### src/rtl/wide_add_seq_pkg.sv
// Shared types and constants for the sequential wide adder/subtractor.
package wide_add_seq_pkg;

  localparam int W_DEF = 16;
  localparam int K_DEF = 4;

  typedef enum logic [1:0] {
    IDLE = 2'd0,
    RUN  = 2'd1,
    DONE = 2'd2
  } state_e;

  // A single-slice build still needs a 1-bit index register.
  function automatic int idxWidth(input int k);
    return (k <= 1) ? 1 : $clog2(k);
  endfunction

endpackage

### src/rtl/wide_add_seq_rca.sv
// 16-bit ripple-carry adder slice shared by the wide_add_seq controller.
module rca_16b (
  input  logic [15:0] a_i,
  input  logic [15:0] b_i,
  input  logic        cin_i,
  output logic [15:0] sum_o,
  output logic        cout_o
);

  logic carry;

  always_comb begin
    sum_o = '0;
    carry = cin_i;
    for (int i = 0; i < 16; i++) begin
      sum_o[i] = a_i[i] ^ b_i[i] ^ carry;
      carry    = (a_i[i] & b_i[i]) | (carry & (a_i[i] ^ b_i[i]));
    end
    cout_o = carry;
  end

endmodule

### src/rtl/wide_add_seq.sv
// Multi-cycle W*K-bit add/sub built on one shared 16-bit slice, LSB slice first.
// Optional accumulate input enabled by defining WIDE_ADD_SEQ_ACC_EN.
module wide_add_seq
  import wide_add_seq_pkg::*;
#(
  parameter int W = W_DEF,
  parameter int K = K_DEF
) (
  input  logic           clk,
  input  logic           rst_n,
  input  logic           in_valid,
  output logic           in_ready,
  input  logic [W*K-1:0] in_a,
  input  logic [W*K-1:0] in_b,
  input  logic           in_sub,
`ifdef WIDE_ADD_SEQ_ACC_EN
  input  logic           in_acc,
`endif
  output logic           out_valid,
  input  logic           out_ready,
  output logic [W*K-1:0] out_sum,
  output logic           out_cout,
  output logic           out_ovf
);

  localparam int IW = idxWidth(K);

  state_e         state_q, state_d;
  logic [IW-1:0]  idx_q, idx_d;
  logic           carry_q, carry_d;
  logic           sub_q, sub_d;
  logic [W*K-1:0] opA_q, opA_d;
  logic [W*K-1:0] opB_q, opB_d;
  logic [W*K-1:0] result_q, result_d;
  logic           cout_q, cout_d;
  logic           ovf_q, ovf_d;

  logic [W-1:0]   sliceA, sliceB, sliceSum;
  logic           sliceCout;
  logic           lastSlice;
  logic [W*K-1:0] reqA;

`ifdef WIDE_ADD_SEQ_ACC_EN
  logic [W*K-1:0] acc_q;

  // The accumulator tracks the last result actually delivered to the consumer.
  always_ff @(posedge clk or negedge rst_n) begin
    if (!rst_n) begin
      acc_q <= '0;
    end else if (out_valid && out_ready) begin
      acc_q <= result_q;
    end
  end

  assign reqA = in_acc ? acc_q : in_a;
`else
  assign reqA = in_a;
`endif

  assign sliceA    = opA_q[idx_q*W +: W];
  assign sliceB    = opB_q[idx_q*W +: W] ^ {W{sub_q}};
  assign lastSlice = (idx_q == IW'(K - 1));

  rca_16b u_slice (
    .a_i    (sliceA),
    .b_i    (sliceB),
    .cin_i  (carry_q),
    .sum_o  (sliceSum),
    .cout_o (sliceCout)
  );

  always_comb begin
    state_d   = state_q;
    idx_d     = idx_q;
    carry_d   = carry_q;
    sub_d     = sub_q;
    opA_d     = opA_q;
    opB_d     = opB_q;
    result_d  = result_q;
    cout_d    = cout_q;
    ovf_d     = ovf_q;
    in_ready  = 1'b0;
    out_valid = 1'b0;

    unique case (state_q)
      IDLE: begin
        in_ready = 1'b1;
        if (in_valid) begin
          opA_d   = reqA;
          opB_d   = in_b;
          sub_d   = in_sub;
          carry_d = in_sub;
          idx_d   = '0;
          state_d = RUN;
        end
      end
      RUN: begin
        result_d[idx_q*W +: W] = sliceSum;
        carry_d = sliceCout;
        if (lastSlice) begin
          cout_d  = sliceCout;
          // Signed overflow compares operand signs after B has been conditionally inverted.
          ovf_d   = (opA_q[W*K-1] == (opB_q[W*K-1] ^ sub_q)) &&
                    (sliceSum[W-1] != opA_q[W*K-1]);
          state_d = DONE;
        end else begin
          idx_d = idx_q + IW'(1);
        end
      end
      DONE: begin
        out_valid = 1'b1;
        if (out_ready) begin
          state_d = IDLE;
        end
      end
      default: begin
        state_d = IDLE;
      end
    endcase
  end

  always_ff @(posedge clk or negedge rst_n) begin
    if (!rst_n) begin
      state_q  <= IDLE;
      idx_q    <= '0;
      carry_q  <= 1'b0;
      sub_q    <= 1'b0;
      opA_q    <= '0;
      opB_q    <= '0;
      result_q <= '0;
      cout_q   <= 1'b0;
      ovf_q    <= 1'b0;
    end else begin
      state_q  <= state_d;
      idx_q    <= idx_d;
      carry_q  <= carry_d;
      sub_q    <= sub_d;
      opA_q    <= opA_d;
      opB_q    <= opB_d;
      result_q <= result_d;
      cout_q   <= cout_d;
      ovf_q    <= ovf_d;
    end
  end

  assign out_sum  = result_q;
  assign out_cout = cout_q;
  assign out_ovf  = ovf_q;

endmodule
### config.mk
export PLATFORM = sky130hd
export DESIGN_NAME = wide_add_seq
export DESIGN_NICKNAME = d
export VERILOG_FILES = /design/src/rtl/wide_add_seq_pkg.sv /design/src/rtl/wide_add_seq_rca.sv /design/src/rtl/wide_add_seq.sv
export SDC_FILE = /design/constraint.sdc
export NUM_CORES = 1
export LEC_CHECK = 0
export ABC_AREA = 1
export BUFFER_PORTS_ARGS = -buffer_cell sky130_fd_sc_hd__buf_2
export CAP_MARGIN = 20
export CORE_ASPECT_RATIO = 1.25
export CORE_MARGIN = 3
export CORE_UTILIZATION = 35
export CTS_CLUSTER_SIZE = 8
export DETAILED_ROUTE_END_ITERATION = 10
export PLACE_DENSITY = 0.57
export SYNTH_ARGS = -nofsm -noshare
export SYNTH_HDL_FRONTEND = slang
export SYNTH_HIERARCHICAL = 1
export SYNTH_SLANG_ARGS = --single-unit
### constraint.sdc
create_clock -name clk -period 8.81 [get_ports clk]
set_input_delay 0.4405 -clock clk [delete_from_list [all_inputs] [get_ports clk]]
set_output_delay 0.4405 -clock clk [all_outputs]
set_load 0.01 [all_outputs]
==> results of run 1 <==
## cell families after synthesis
kind of cell,after synthesis,synth area share [%]
simple gates,819,33.9
fa+ha+maj,21,4.08
buf+inv,103,4.64
flops,200,53.3
compound gates,72,4.08
## state kept, by name (all words and copies together), names as in the netlist
register,cells
sub_q,1
state_q,2
out_ovf,1
out_cout,1
opA_q,64
out_sum,64
opB_q,64
idx_q,2
carry_q,1
## placed cells by master, fill, tap and decap left out, drive strengths merged, types with 2 or more instances in the layout
| master | count |
|---|---|
| nand2 | 707 |
| ha | 5 |
| nand4 | 2 |
| clkbuf | 18 |
| nand3 | 53 |
| dfrtp | 200 |
| clkinv | 6 |
| inv | 44 |
| bufinv | 3 |
| o22ai | 16 |
| o21ai | 55 |
| buf | 210 |
| fa | 16 |
| nor2 | 56 |
## final cells by class
class	count	area, um2
clock buffers	17	425
clock inverters	15	211
fillers	2702	14900
inverters	39	150
multi-input cells	912	3960
flip-flops and latches	200	5010
well taps	340	425
repair buffers	211	1090
## critical path, stage by stage (launching register included)
cell                       delay, ns
sky130_fd_sc_hd__dfrtp_2        0.37
sky130_fd_sc_hd__clkinv_2       0.27
sky130_fd_sc_hd__o21ai_0        0.27
sky130_fd_sc_hd__o22ai_1        0.14
sky130_fd_sc_hd__fa_1           0.42
sky130_fd_sc_hd__inv_1          0.08
sky130_fd_sc_hd__fa_1           0.17
sky130_fd_sc_hd__inv_1          0.05
sky130_fd_sc_hd__fa_1           0.38
sky130_fd_sc_hd__fa_1           0.40
sky130_fd_sc_hd__fa_1           0.41
sky130_fd_sc_hd__fa_1           0.40
sky130_fd_sc_hd__fa_1           0.40
sky130_fd_sc_hd__fa_1           0.42
sky130_fd_sc_hd__fa_1           0.40
sky130_fd_sc_hd__fa_1           0.39
sky130_fd_sc_hd__fa_1           0.39
sky130_fd_sc_hd__fa_1           0.40
sky130_fd_sc_hd__fa_1           0.39
sky130_fd_sc_hd__fa_1           0.39
sky130_fd_sc_hd__fa_1           0.36
sky130_fd_sc_hd__inv_1          0.08
sky130_fd_sc_hd__fa_1           0.40
sky130_fd_sc_hd__inv_1          0.13
sky130_fd_sc_hd__nand2_1        0.08
sky130_fd_sc_hd__nor2_1         0.15
sky130_fd_sc_hd__nand2_1        0.07
sky130_fd_sc_hd__nand2_1        0.08
## report_power, final
part           internal (mW)  switching, mW
clock                  0.462          0.396
combinational          0.866           1.69
sequential              1.31          0.266
## metal layers
| layer | GRT usage, % | up-vias | part of all wire [%] |
|---|---|---|---|
| met5 | 0 | - | 0 |
| met1 | 26.5 | 3845 | 45 |
| li1 | - | 4071 | - |
| met4 | 5.49 | 0 | 2.0 |
| met3 | 3.25 | 36 | 4.6 |
| met2 | 32.5 | 229 | 49 |
## worst max path at each step
stage,to,slack (ns)
finish,out_sum[63],0.85
global route,out_sum[63],0.40
CTS,out_sum[63],0.91
detailed placement,out_sum[63],0.95
global placement,out_sum[63],1.06
floorplan,out_ovf,1.10
==> impl_results.rst, run 1 <==
.. list-table::
   :header-rows: 1

   * - Metric
     - Value
   * - Run status
     - finished clean
   * - Required arrival time at the worst endpoint
     - 9.18 ns
   * - Post-route clock skew
     - 0.0114 ns
   * - Worst r2r dst
     - out_sum[63]
   * - Smallest hold slack
     - 0.0356 ns
   * - Total of hold buffers inserted after clock tree synthesis
     - 0
   * - Vertical die dimension
     - 189 um
   * - Share of final-layout standard cells stronger than drive strength 1
     - 18.4%
   * - # port buffers
     - 200
   * - Power per cell area
     - 443 nW/um2
   * - Nets
     - 1535
   * - Maximum ir drop on the vdd rail
     - 0.268 mV
   * - Total Wirelength
     - 28.2 mm
   * - Initial antenna violation count
     - 0
   * - Cell count after placement
     - 1702
   * - Most frequently used flop master after synthesis
     - sky130_fd_sc_hd__dfrtp_1
   * - Slack of the worst reg-to-reg path
     - 0.85 ns
   * - Post-route insts no fill
     - 1734
   * - Maximum number of buffers from clock root to sink
     - 2
   * - Antenna fix cells
     - 0
   * - Slew @ Worst Pin
     - 0.981 ns
   * - Proportion of synthesized chip area in sequential cells
     - 53.3%
   * - Post-route minimum period
     - 7.96 ns
   * - Count of routing violations after the opening detailed-route iteration
     - 585
   * - Worst slack, placed
     - 0.948 ns
   * - GRT Residual Overflow
     - 0
   * - Number of rows in the core area
     - 66
   * - Top-level I/O count
     - 201
   * - Max-capacitance violation count
     - 0
   * - Launching element of the worst setup path
     - idx_q[0]
   * - Final Hold Violating Endpoints
     - 0
   * - Count of cell types in the netlist
     - 21
   * - Antenna Nets Post-Route
     - 0
   * - Wire length of the first global-routing pass
     - 44.4 mm
   * - Global placement routability congestion
     - 0.843
   * - Relative max-transition margin
     - 34.4%
   * - Maximum clock rate
     - 126 MHz
   * - Area of the die
     - 28800 um2
   * - Share of the core filled with cells
     - 43.0%
   * - H-tree lvl count
     - 4
   * - Number of sinks handled by clock tree synthesis
     - 200
   * - Post-Synthesis Cell Area
     - 9390 um2
   * - Final period utilization
     - 90.3%
   * - Post-detailed-route via-to-cell ratio
     - 4.72
   * - Remaining DRCs
     - 0
   * - Fin worst setup slack
     - 0.853 ns
   * - Detailed placer's ending HPWL
     - 20.7 mm
   * - Most numerous cell types in the synthesized netlist
     - sky130_fd_sc_hd__nand2_1 (705), sky130_fd_sc_hd__dfrtp_1 (200), sky130_fd_sc_hd__nand3_1 (53)
   * - Overall global routing resource usage
     - 19.5%
   * - Kind of start point of the critical path
     - flip-flop
   * - Ranking of synthesized cells by area
     - sky130_fd_sc_hd__dfrtp_1 (53%), sky130_fd_sc_hd__nand2_1 (28%), sky130_fd_sc_hd__fa_1 (3.4%)
   * - Worst reg-to-reg path cell count
     - 27
   * - Via count of the first global-routing pass
     - 7967
   * - Clock latency at the later pin of the worst-skew pair
     - 0.44 ns
   * - Post-synthesis register bit count
     - 200
   * - CTS clk-pin slew, worst paths
     - 0.08 ns
   * - TNS Setup
     - 0 ns
   * - EDFF count, synth
     - 0
   * - Largest area contributor in the synthesized netlist
     - sky130_fd_sc_hd__dfrtp_1
   * - Total clock buffers created by CTS
     - 17
   * - Dominant cell by count in the synthesized netlist
     - sky130_fd_sc_hd__nand2_1
   * - Area of placed instances
     - 10600 um2
   * - Post-CTS Setup Repair Bufs
     - 0
   * - Largest net degree at the start of global routing
     - 96
   * - Fraction of post-synthesis cell area in the top cell type by area
     - 53.3%
   * - Worst Path Max Fanout
     - 27
   * - Post-synthesis cell count
     - 1215
   * - Die Width
     - 152 um
   * - Critical Path End Type
     - flip-flop
   * - Total of cells resized after clock tree synthesis
     - 0
   * - Worst min-delay path category
     - in2async
   * - Post-Synthesis Net Count
     - 1369
   * - Max-slew violation total from the final report
     - 0
   * - Number of failing setup endpoints in the final timing report
     - 0
   * - CP Class
     - reg2reg
   * - Area growth from synthesis to final layout
     - 20.0%
   * - Post-Synthesis Mean Instance Area
     - 7.73 um2
   * - Warnings, synthesis
     - 6
   * - Number of detailed-route iterations in the first pass
     - 5
   * - Start of the worst register-to-register path
     - idx_q[0]
   * - Power Total
     - 4.99 mW
   * - Via count
     - 8181
   * - Data arrival at the endpoint of the critical path
     - 8.33 ns
   * - Initial standard-cell utilization of the core
     - 35.9%
   * - Share of synthesized registers carrying an async set or reset
     - 100%
   * - TritonCTS clock tree
     - done
   * - Leakage power summed over all cells
     - 6.42 nW
   * - Total non-filler cell area in the finished layout
     - 11300 um2
   * - Core Box Area
     - 26200 um2
   * - Average detailed-routed wire length per instance
     - 16.3 um
   * - RSZ-0062 raised after global routing
     - false
   * - Clk root buf
     - sky130_fd_sc_hd__clkbuf_16
Note: power is estimated with default switching activity, not from simulation.
==> inputs of run 2 (changes only) <==
CORE_UTILIZATION = 45   (was 35)
PLACE_DENSITY = 0.7   (was 0.57)
==> run 2 against run 1 <==
Compared with the run above:
- wire length is 9.4% lower
- utilization grew 12 points
- clock power shrank 13%
- critical path depth up 3
- highest routed layer unchanged
- non-clock buffer count grew 1
==> impl_results.rst, run 2 (synthesized netlist as in run 1, its figures left out) <==
.. list-table::
   :header-rows: 1

   * - Metric
     - Value
   * - Run status
     - finished clean
   * - Via count
     - 8193 (+0.15%)
   * - Post-route insts no fill
     - 1665 (-4.0%)
   * - Total non-filler cell area in the finished layout
     - 11100 um2 (-1.1%)
   * - Number of sinks handled by clock tree synthesis
     - 200 (unchanged)
   * - Max-capacitance violation count
     - 0 (unchanged)
   * - Slew @ Worst Pin
     - 0.958 ns (-0.0230 ns)
   * - Slowest Stage Delay on Critical Path
     - 0.45 ns (+0.03 ns)
   * - Largest net degree at the start of global routing
     - 133 (+39%)
   * - Worst slack, placed
     - 0.725 ns (-0.223 ns)
   * - # port buffers
     - 200 (unchanged)
   * - Total clock buffers created by CTS
     - 17 (unchanged)
   * - Relative max-transition margin
     - 36.1% (+1.7 points)
   * - Area of the die
     - 22600 um2 (-21%)
   * - Die Width
     - 135 um (-11%)
   * - Start of the worst register-to-register path
     - idx_q[0]
   * - Power per cell area
     - 434 nW/um2 (-1.8%)
   * - Smallest hold slack
     - 0.149 ns (+0.114 ns)
   * - Maximum clock rate
     - 122 MHz (-2.8%)
   * - Average detailed-routed wire length per instance
     - 15.3 um (-5.7%)
   * - Nets
     - 1536 (+0.065%)
   * - Required arrival time at the worst endpoint
     - 9.18 ns (about the same)
   * - Slack of the worst reg-to-reg path
     - 0.62 ns (-0.23 ns)
   * - Vertical die dimension
     - 167 um (-11%)
   * - TritonCTS clock tree
     - done
   * - Critical Path End Type
     - flip-flop
   * - Post-detailed-route via-to-cell ratio
     - 4.92 (+4.3%)
   * - Worst reg-to-reg path cell count
     - 30 (+11%)
   * - Post-route minimum period
     - 8.19 ns (+0.229 ns)
   * - Fin worst setup slack
     - 0.624 ns (-0.229 ns)
   * - Most used cells in the layout excluding fill and tap cells
     - sky130_fd_sc_hd__nand2_1 (704), sky130_fd_sc_hd__dfrtp_1 (199), sky130_fd_sc_hd__buf_2 (199)
   * - Post-CTS Setup Repair Bufs
     - 0 (unchanged)
   * - Area of placed instances
     - 10500 um2 (-0.91%)
   * - Antenna Nets Post-Route
     - 0 (unchanged)
   * - Final period utilization
     - 92.9% (+2.6 points)
   * - Global placement routability congestion
     - 0.850 (+0.88%)
   * - Worst min-delay path category
     - in2async
   * - Max-slew violation total from the final report
     - 0 (unchanged)
   * - Data arrival at the endpoint of the critical path
     - 8.56 ns (+0.23 ns)
   * - Master of the slowest instance on the critical path
     - sky130_fd_sc_hd__dfrtp_2
   * - Initial standard-cell utilization of the core
     - 46.2% (+10 points)
   * - Remaining DRCs
     - 0 (unchanged)
   * - Number of failing setup endpoints in the final timing report
     - 0 (unchanged)
   * - Total of cells resized after clock tree synthesis
     - 0 (unchanged)
   * - Top-level I/O count
     - 201 (unchanged)
   * - CP Class
     - reg2reg
   * - Worst r2r dst
     - out_sum[63]
   * - Total of hold buffers inserted after clock tree synthesis
     - 0 (unchanged)
   * - CTS clk-pin slew, worst paths
     - 0.07 ns (about the same)
   * - End point of the critical path
     - out_sum[63]
   * - Post-route clock skew
     - 0.0115 ns (+0.000119 ns)
   * - Most frequent cell on the critical path
     - sky130_fd_sc_hd__fa_1
   * - Filler cell count
     - 1987 (-26%)
   * - Worst Path Max Fanout
     - 35 (+30%)
   * - Core Box Area
     - 20300 um2 (-22%)
   * - Overall global routing resource usage
     - 22.9% (+3.4 points)
   * - Wire length of the first global-routing pass
     - 40.5 mm (-8.7%)
   * - Most common cell after layout, fill and taps aside
     - sky130_fd_sc_hd__nand2_1
   * - RSZ-0062 raised after global routing
     - false
   * - Antenna fix cells
     - 0 (unchanged)
   * - Kind of start point of the critical path
     - flip-flop
   * - Total Wirelength
     - 25.5 mm (-9.4%)
   * - Leakage power summed over all cells
     - 6.40 nW (-0.34%)
   * - TNS Setup
     - 0 ns (unchanged)
   * - Detailed placer's ending HPWL
     - 18.5 mm (-11%)
   * - GRT Residual Overflow
     - 0 (unchanged)
   * - Launching element of the worst setup path
     - idx_q[0]
   * - Cell count after placement
     - 1631 (-4.2%)
   * - Maximum number of buffers from clock root to sink
     - 2 (unchanged)
   * - Clock latency at the later pin of the worst-skew pair
     - 0.44 ns (about the same)
   * - H-tree lvl count
     - 4 (unchanged)
   * - Final Hold Violating Endpoints
     - 0 (unchanged)
   * - Number of rows in the core area
     - 58 (-12%)
   * - Share of final-layout standard cells stronger than drive strength 1
     - 18.4% (about the same)
   * - Maximum ir drop on the vdd rail
     - 0.257 mV (-3.9%)
   * - Count of routing violations after the opening detailed-route iteration
     - 710 (+21%)
   * - Number of detailed-route iterations in the first pass
     - 7 (+2)
   * - Clk root buf
     - sky130_fd_sc_hd__clkbuf_16
   * - Via count of the first global-routing pass
     - 7845 (-1.5%)
   * - Area growth from synthesis to final layout
     - 18.6%
   * - Initial antenna violation count
     - 0 (unchanged)
==> run 2: changes by cell type in the layout (fill, tap and decap cells not counted), moves of 2 or more <==
cell and delta:
sky130_fd_sc_hd__inv_6 +2, sky130_fd_sc_hd__inv_8 -4, sky130_fd_sc_hd__clkinv_4 -3, sky130_fd_sc_hd__clkinv_2 +4, sky130_fd_sc_hd__bufinv_16 -2, sky130_fd_sc_hd__buf_16 +2, sky130_fd_sc_hd__clkinvlp_4 +2
==> run 2: layer usage <==
layer  vias to the layer above  routed length (um)  GRT usage, %
met5                         -                   0             0
met4                         0                 533          7.10
met3                        33                1640          4.06
met2                       292               12100          36.4
met1                      3798               11300          32.4
li1                       4070                   -             -
==> run 2: how the worst min path moves through the flow <==
| stage | cells past startpoint | slack [ns] | to |
|---|---|---|---|
| floorplan | 0 | 0.14 | carry_q |
| global placement | 2 | 0.46 | out_sum[53] |
| detailed placement | 2 | 0.46 | out_sum[28] |
| CTS | 1 | 0.18 | opA_q[6] |
| global route | 3 | 0.18 | opB_q[22] |
| finish | 1 | 0.15 | opA_q[6] |
==> run 2: through the flow <==
step / power, mW / utilization [%]
floorplan: 3.24 / -
global placement: 4.01 / 51.8
detailed placement: 4.08 / 51.8
CTS: 4.84 / 54.6
global route: 5.26 / 54.8
finish: 4.84 / 54.8
==> run 2: report_power, final <==
part           internal [mW]  switching, mW  total (mW)
registers               1.31          0.282        1.59
clock network          0.392          0.357       0.749
logic                  0.878           1.62        2.50
total                   2.58           2.26        4.84
==> run 2: final cells by class <==
class | count | area (um2) | share of cell area, %
tap | 270 | 338 | 3.03
clock buffer | 18 | 429 | 3.85
timing repair buffer | 212 | 1140 | 10.2
sequential | 200 | 5010 | 44.9
inverter | 39 | 149 | 1.34
multi-input combinational | 912 | 3960 | 35.5
clock inverter | 14 | 121 | 1.09
==> run 2: worst max-delay path: cells and delay by family (launching register included) <==
kind                     cells  cell delay, ns
buffers and inverters        5            0.75
adder cells (fa/ha/maj)     16            6.15
flip-flops                   1            0.45
AND/OR/NAND/NOR              9            0.79
==> inputs of run 3 (changes only) <==
SYNTH_HIERARCHICAL = unset   (was 1)
==> run 3 against run 2 <==
Compared with the run above:
- hold slack lost 0.029 ns
- synthesized area shrank 0.87%
- synthesized cell count decreased by 5.1%
- largest cell class unchanged
- largest power group unchanged
- highest routed layer unchanged
==> impl_results.rst, run 3 <==
.. list-table::
   :header-rows: 1

   * - Metric
     - Value
   * - Run status
     - finished clean
   * - Cell count after placement
     - 1562 (-4.2%)
   * - Antenna fix cells
     - 0 (unchanged)
   * - Number of sinks handled by clock tree synthesis
     - 200 (unchanged)
   * - Most common cell after layout, fill and taps aside
     - sky130_fd_sc_hd__nand2_1
   * - Total Wirelength
     - 26.0 mm (+1.9%)
   * - Post-synthesis register bit count
     - 200 (unchanged)
   * - H-tree lvl count
     - 4 (unchanged)
   * - Dominant cell by count in the synthesized netlist
     - sky130_fd_sc_hd__nand2_1
   * - Most numerous cell types in the synthesized netlist
     - sky130_fd_sc_hd__nand2_1 (588), sky130_fd_sc_hd__dfrtp_1 (200), sky130_fd_sc_hd__nand3_1 (102)
   * - Number of detailed-route iterations in the first pass
     - 8 (+1)
   * - Average detailed-routed wire length per instance
     - 16.3 um (+6.4%)
   * - CTS clk-pin slew, worst paths
     - 0.07 ns (about the same)
   * - Remaining DRCs
     - 0 (unchanged)
   * - Power Total
     - 4.92 mW (+1.7%)
   * - Overall global routing resource usage
     - 23.3% (+0.36 points)
   * - CP Class
     - reg2reg
   * - Area of combinational cells with multiple inputs
     - 3920 um2 (-0.85%)
   * - Share of final-layout standard cells stronger than drive strength 1
     - 19.0% (+0.68 points)
   * - Relative max-transition margin
     - 32.7% (-3.4 points)
   * - Ranking of synthesized cells by area
     - sky130_fd_sc_hd__dfrtp_1 (54%), sky130_fd_sc_hd__nand2_1 (24%), sky130_fd_sc_hd__nand3_1 (5.5%)
   * - Detailed placer's ending HPWL
     - 18.8 mm (+1.7%)
   * - Initial antenna violation count
     - 0 (unchanged)
   * - EDFF count, synth
     - 0 (unchanged)
   * - Post-detailed-route via-to-cell ratio
     - 5.13 (+4.3%)
   * - Total of hold buffers inserted after clock tree synthesis
     - 0 (unchanged)
   * - Largest area contributor in the synthesized netlist
     - sky130_fd_sc_hd__dfrtp_1
   * - Start of the worst register-to-register path
     - idx_q[0]
   * - Die Width
     - 135 um (-0.41%)
   * - RSZ-0062 raised after global routing
     - false
   * - Antenna Nets Post-Route
     - 0 (unchanged)
   * - Wire length on met3
     - 1.47 mm (-10%)
   * - Maximum clock rate
     - 124 MHz (+1.2%)
   * - Via count of the first global-routing pass
     - 7899 (+0.69%)
   * - Kind of start point of the critical path
     - flip-flop
   * - Master of the slowest instance on the critical path
     - sky130_fd_sc_hd__dfrtp_2
   * - Critical Path End Type
     - flip-flop
   * - WL met1
     - 11.1 mm (-1.9%)
   * - Share of synthesized registers carrying an async set or reset
     - 100% (unchanged)
   * - Leakage power summed over all cells
     - 5.86 nW (-8.4%)
   * - Area of the die
     - 22500 um2 (-0.83%)
   * - Maximum number of buffers from clock root to sink
     - 2 (unchanged)
   * - Via count
     - 8177 (-0.20%)
   * - # port buffers
     - 200 (unchanged)
   * - Post-CTS Setup Repair Bufs
     - 0 (unchanged)
   * - Warnings, synthesis
     - 0 (-6)
   * - Top-level I/O count
     - 201 (unchanged)
   * - Total clock buffers created by CTS
     - 17 (unchanged)
   * - Post-Synthesis Net Count
     - 1308 (-4.5%)
   * - Power per cell area
     - 448 nW/um2 (+3.1%)
   * - Count of routing violations after the opening detailed-route iteration
     - 832 (+17%)
   * - GRT Residual Overflow
     - 0 (unchanged)
   * - Filler cell count
     - 1951 (-1.8%)
   * - Post-route clock skew
     - 0.0120 ns (+0.000519 ns)
   * - Proportion of synthesized chip area in sequential cells
     - 53.8% (+0.47 points)
   * - Number of rows in the core area
     - 58 (unchanged)
   * - Max-capacitance violation count
     - 0 (unchanged)
   * - Final period utilization
     - 91.8% (-1.1 points)
   * - TritonCTS clock tree
     - done
   * - Smallest hold slack
     - 0.120 ns (-0.0288 ns)
   * - Post-route insts no fill
     - 1594 (-4.3%)
   * - Most frequent cell on the critical path
     - sky130_fd_sc_hd__fa_1
   * - Worst min-delay path category
     - in2async
   * - Met2 routed WL
     - 12.6 mm (+4.4%)
   * - Clock latency at the later pin of the worst-skew pair
     - 0.44 ns (about the same)
   * - Wire length of the first global-routing pass
     - 41.1 mm (+1.4%)
   * - Worst slack, placed
     - 0.804 ns (+0.0785 ns)
   * - Fin worst setup slack
     - 0.721 ns (+0.0969 ns)
   * - Launching element of the worst setup path
     - idx_q[0]
   * - Global placement routability congestion
     - 0.867 (+1.9%)
   * - Post-synthesis cell count
     - 1153 (-5.1%)
   * - Maximum ir drop on the vdd rail
     - 0.254 mV (-1.3%)
   * - Post-Synthesis Cell Area
     - 9310 um2 (-0.87%)
   * - Max-slew violation total from the final report
     - 0 (unchanged)
   * - Data arrival at the endpoint of the critical path
     - 8.43 ns (-0.13 ns)
   * - Worst Path Max Fanout
     - 41 (+17%)
   * - Initial standard-cell utilization of the core
     - 46.0% (-0.24 points)
   * - Final Hold Violating Endpoints
     - 0 (unchanged)
   * - Nets
     - 1466 (-4.6%)
   * - Post-Synthesis Mean Instance Area
     - 8.07 um2 (+4.5%)
   * - Fraction of post-synthesis cell area in the top cell type by area
     - 53.8% (+0.47 points)
   * - Number of failing setup endpoints in the final timing report
     - 0 (unchanged)
   * - Highest metal layer with signal wires
     - met4
   * - Most frequently used flop master after synthesis
     - sky130_fd_sc_hd__dfrtp_1
   * - Total of cells resized after clock tree synthesis
     - 0 (unchanged)
   * - Area growth from synthesis to final layout
     - 18.0%
   * - Clk root buf
     - sky130_fd_sc_hd__clkbuf_16
   * - Core Box Area
     - 20200 um2 (-0.36%)
   * - FF+latch area
     - 5010 um2 (unchanged)
   * - Largest net degree at the start of global routing
     - 124 (-6.8%)
   * - Vertical die dimension
     - 167 um (-0.42%)
   * - Count of cell types in the netlist
     - 24 (+14%)
   * - Most used cells in the layout excluding fill and tap cells
     - sky130_fd_sc_hd__nand2_1 (588), sky130_fd_sc_hd__dfrtp_1 (199), sky130_fd_sc_hd__buf_2 (199)
   * - TNS Setup
     - 0 ns (unchanged)
   * - Slowest Stage Delay on Critical Path
     - 0.57 ns (+0.12 ns)
   * - Post-route minimum period
     - 8.09 ns (-0.0969 ns)
   * - Slew @ Worst Pin
     - 1.01 ns (+0.0501 ns)
   * - Required arrival time at the worst endpoint
     - 9.15 ns (-0.03 ns)
run 3: cell count changes in the layout (fill, tap and decap cells not counted), moves of 3 or more:
cell	before	now
sky130_fd_sc_hd__nor2_1	52	29
sky130_fd_sc_hd__clkbuf_1	1	5
sky130_fd_sc_hd__nand2_1	704	588
sky130_fd_sc_hd__o22ai_1	16	13
sky130_fd_sc_hd__o21ai_1	10	34
sky130_fd_sc_hd__clkinv_4	0	3
sky130_fd_sc_hd__inv_6	5	1
sky130_fd_sc_hd__o21ai_0	45	64
sky130_fd_sc_hd__inv_1	34	11
sky130_fd_sc_hd__nand3_1	53	102
sky130_fd_sc_hd__clkinv_2	5	0
run 3: cells by family after synthesis:
logic type               count (synthesis)  synth area share, %
adder cells (fa/ha/maj)                 22                 4.25
buffers and inverters                   86                 4.14
flip-flops                             200                 53.8
AND/OR/NAND/NOR                        731                 31.5
AO/OA/AOI/OAI                          114                 6.33
run 3: stage by stage:
step	util (%)	area, um2
floorplan	-	9310
global placement	51.4	10400
detailed placement	51.4	10400
CTS	54.2	11000
global route	54.2	11000
finish	54.2	11000
run 3: routing by layer:
metal / vias to the layer above / GRT usage (%)
li1: 3963 / -
met4: 0 / 9.03
met1: 3856 / 31.8
met3: 55 / 4.05
met5: - / 0
met2: 303 / 37.2
run 3: final cells by class:
cell class                      instances  area share [%]
Multi-Input combinational cell        867            35.7
Timing Repair Buffer                  209            9.81
Tap cell                              270            3.08
Clock buffer                           23            4.17
Inverter                               16           0.570
Clock inverter                          9            1.07
Sequential cell                       200            45.6
run 3: worst paths after layout:
kind,endpoint,slack (ns),cells after the start
worst max-delay path,out_sum[63],0.72,26
worst min-delay path,opA_q[54],0.12,1
worst max register to register,out_sum[63],0.72,26
worst min register to register,opA_q[26],0.48,2
max in group asynchronous,out_sum[52],7.15,2
min in group clk,opB_q[6],0.19,3
run 3: worst max-delay path, delay by kind of cell, from the launching register on:
kind / cells / cell delay, ns
adder cells (fa/ha/maj): 16 / 5.98
AND/OR/NAND/NOR: 7 / 0.63
buffers and inverters: 2 / 0.61
flip-flops: 1 / 0.57
AO/OA/AOI/OAI: 1 / 0.20
run 3: report_power, final:
| group | switching (mW) | internal [mW] |
|---|---|---|
| registers | 0.287 | 1.31 |
| logic | 1.69 | 0.856 |
| clock network | 0.347 | 0.429 |
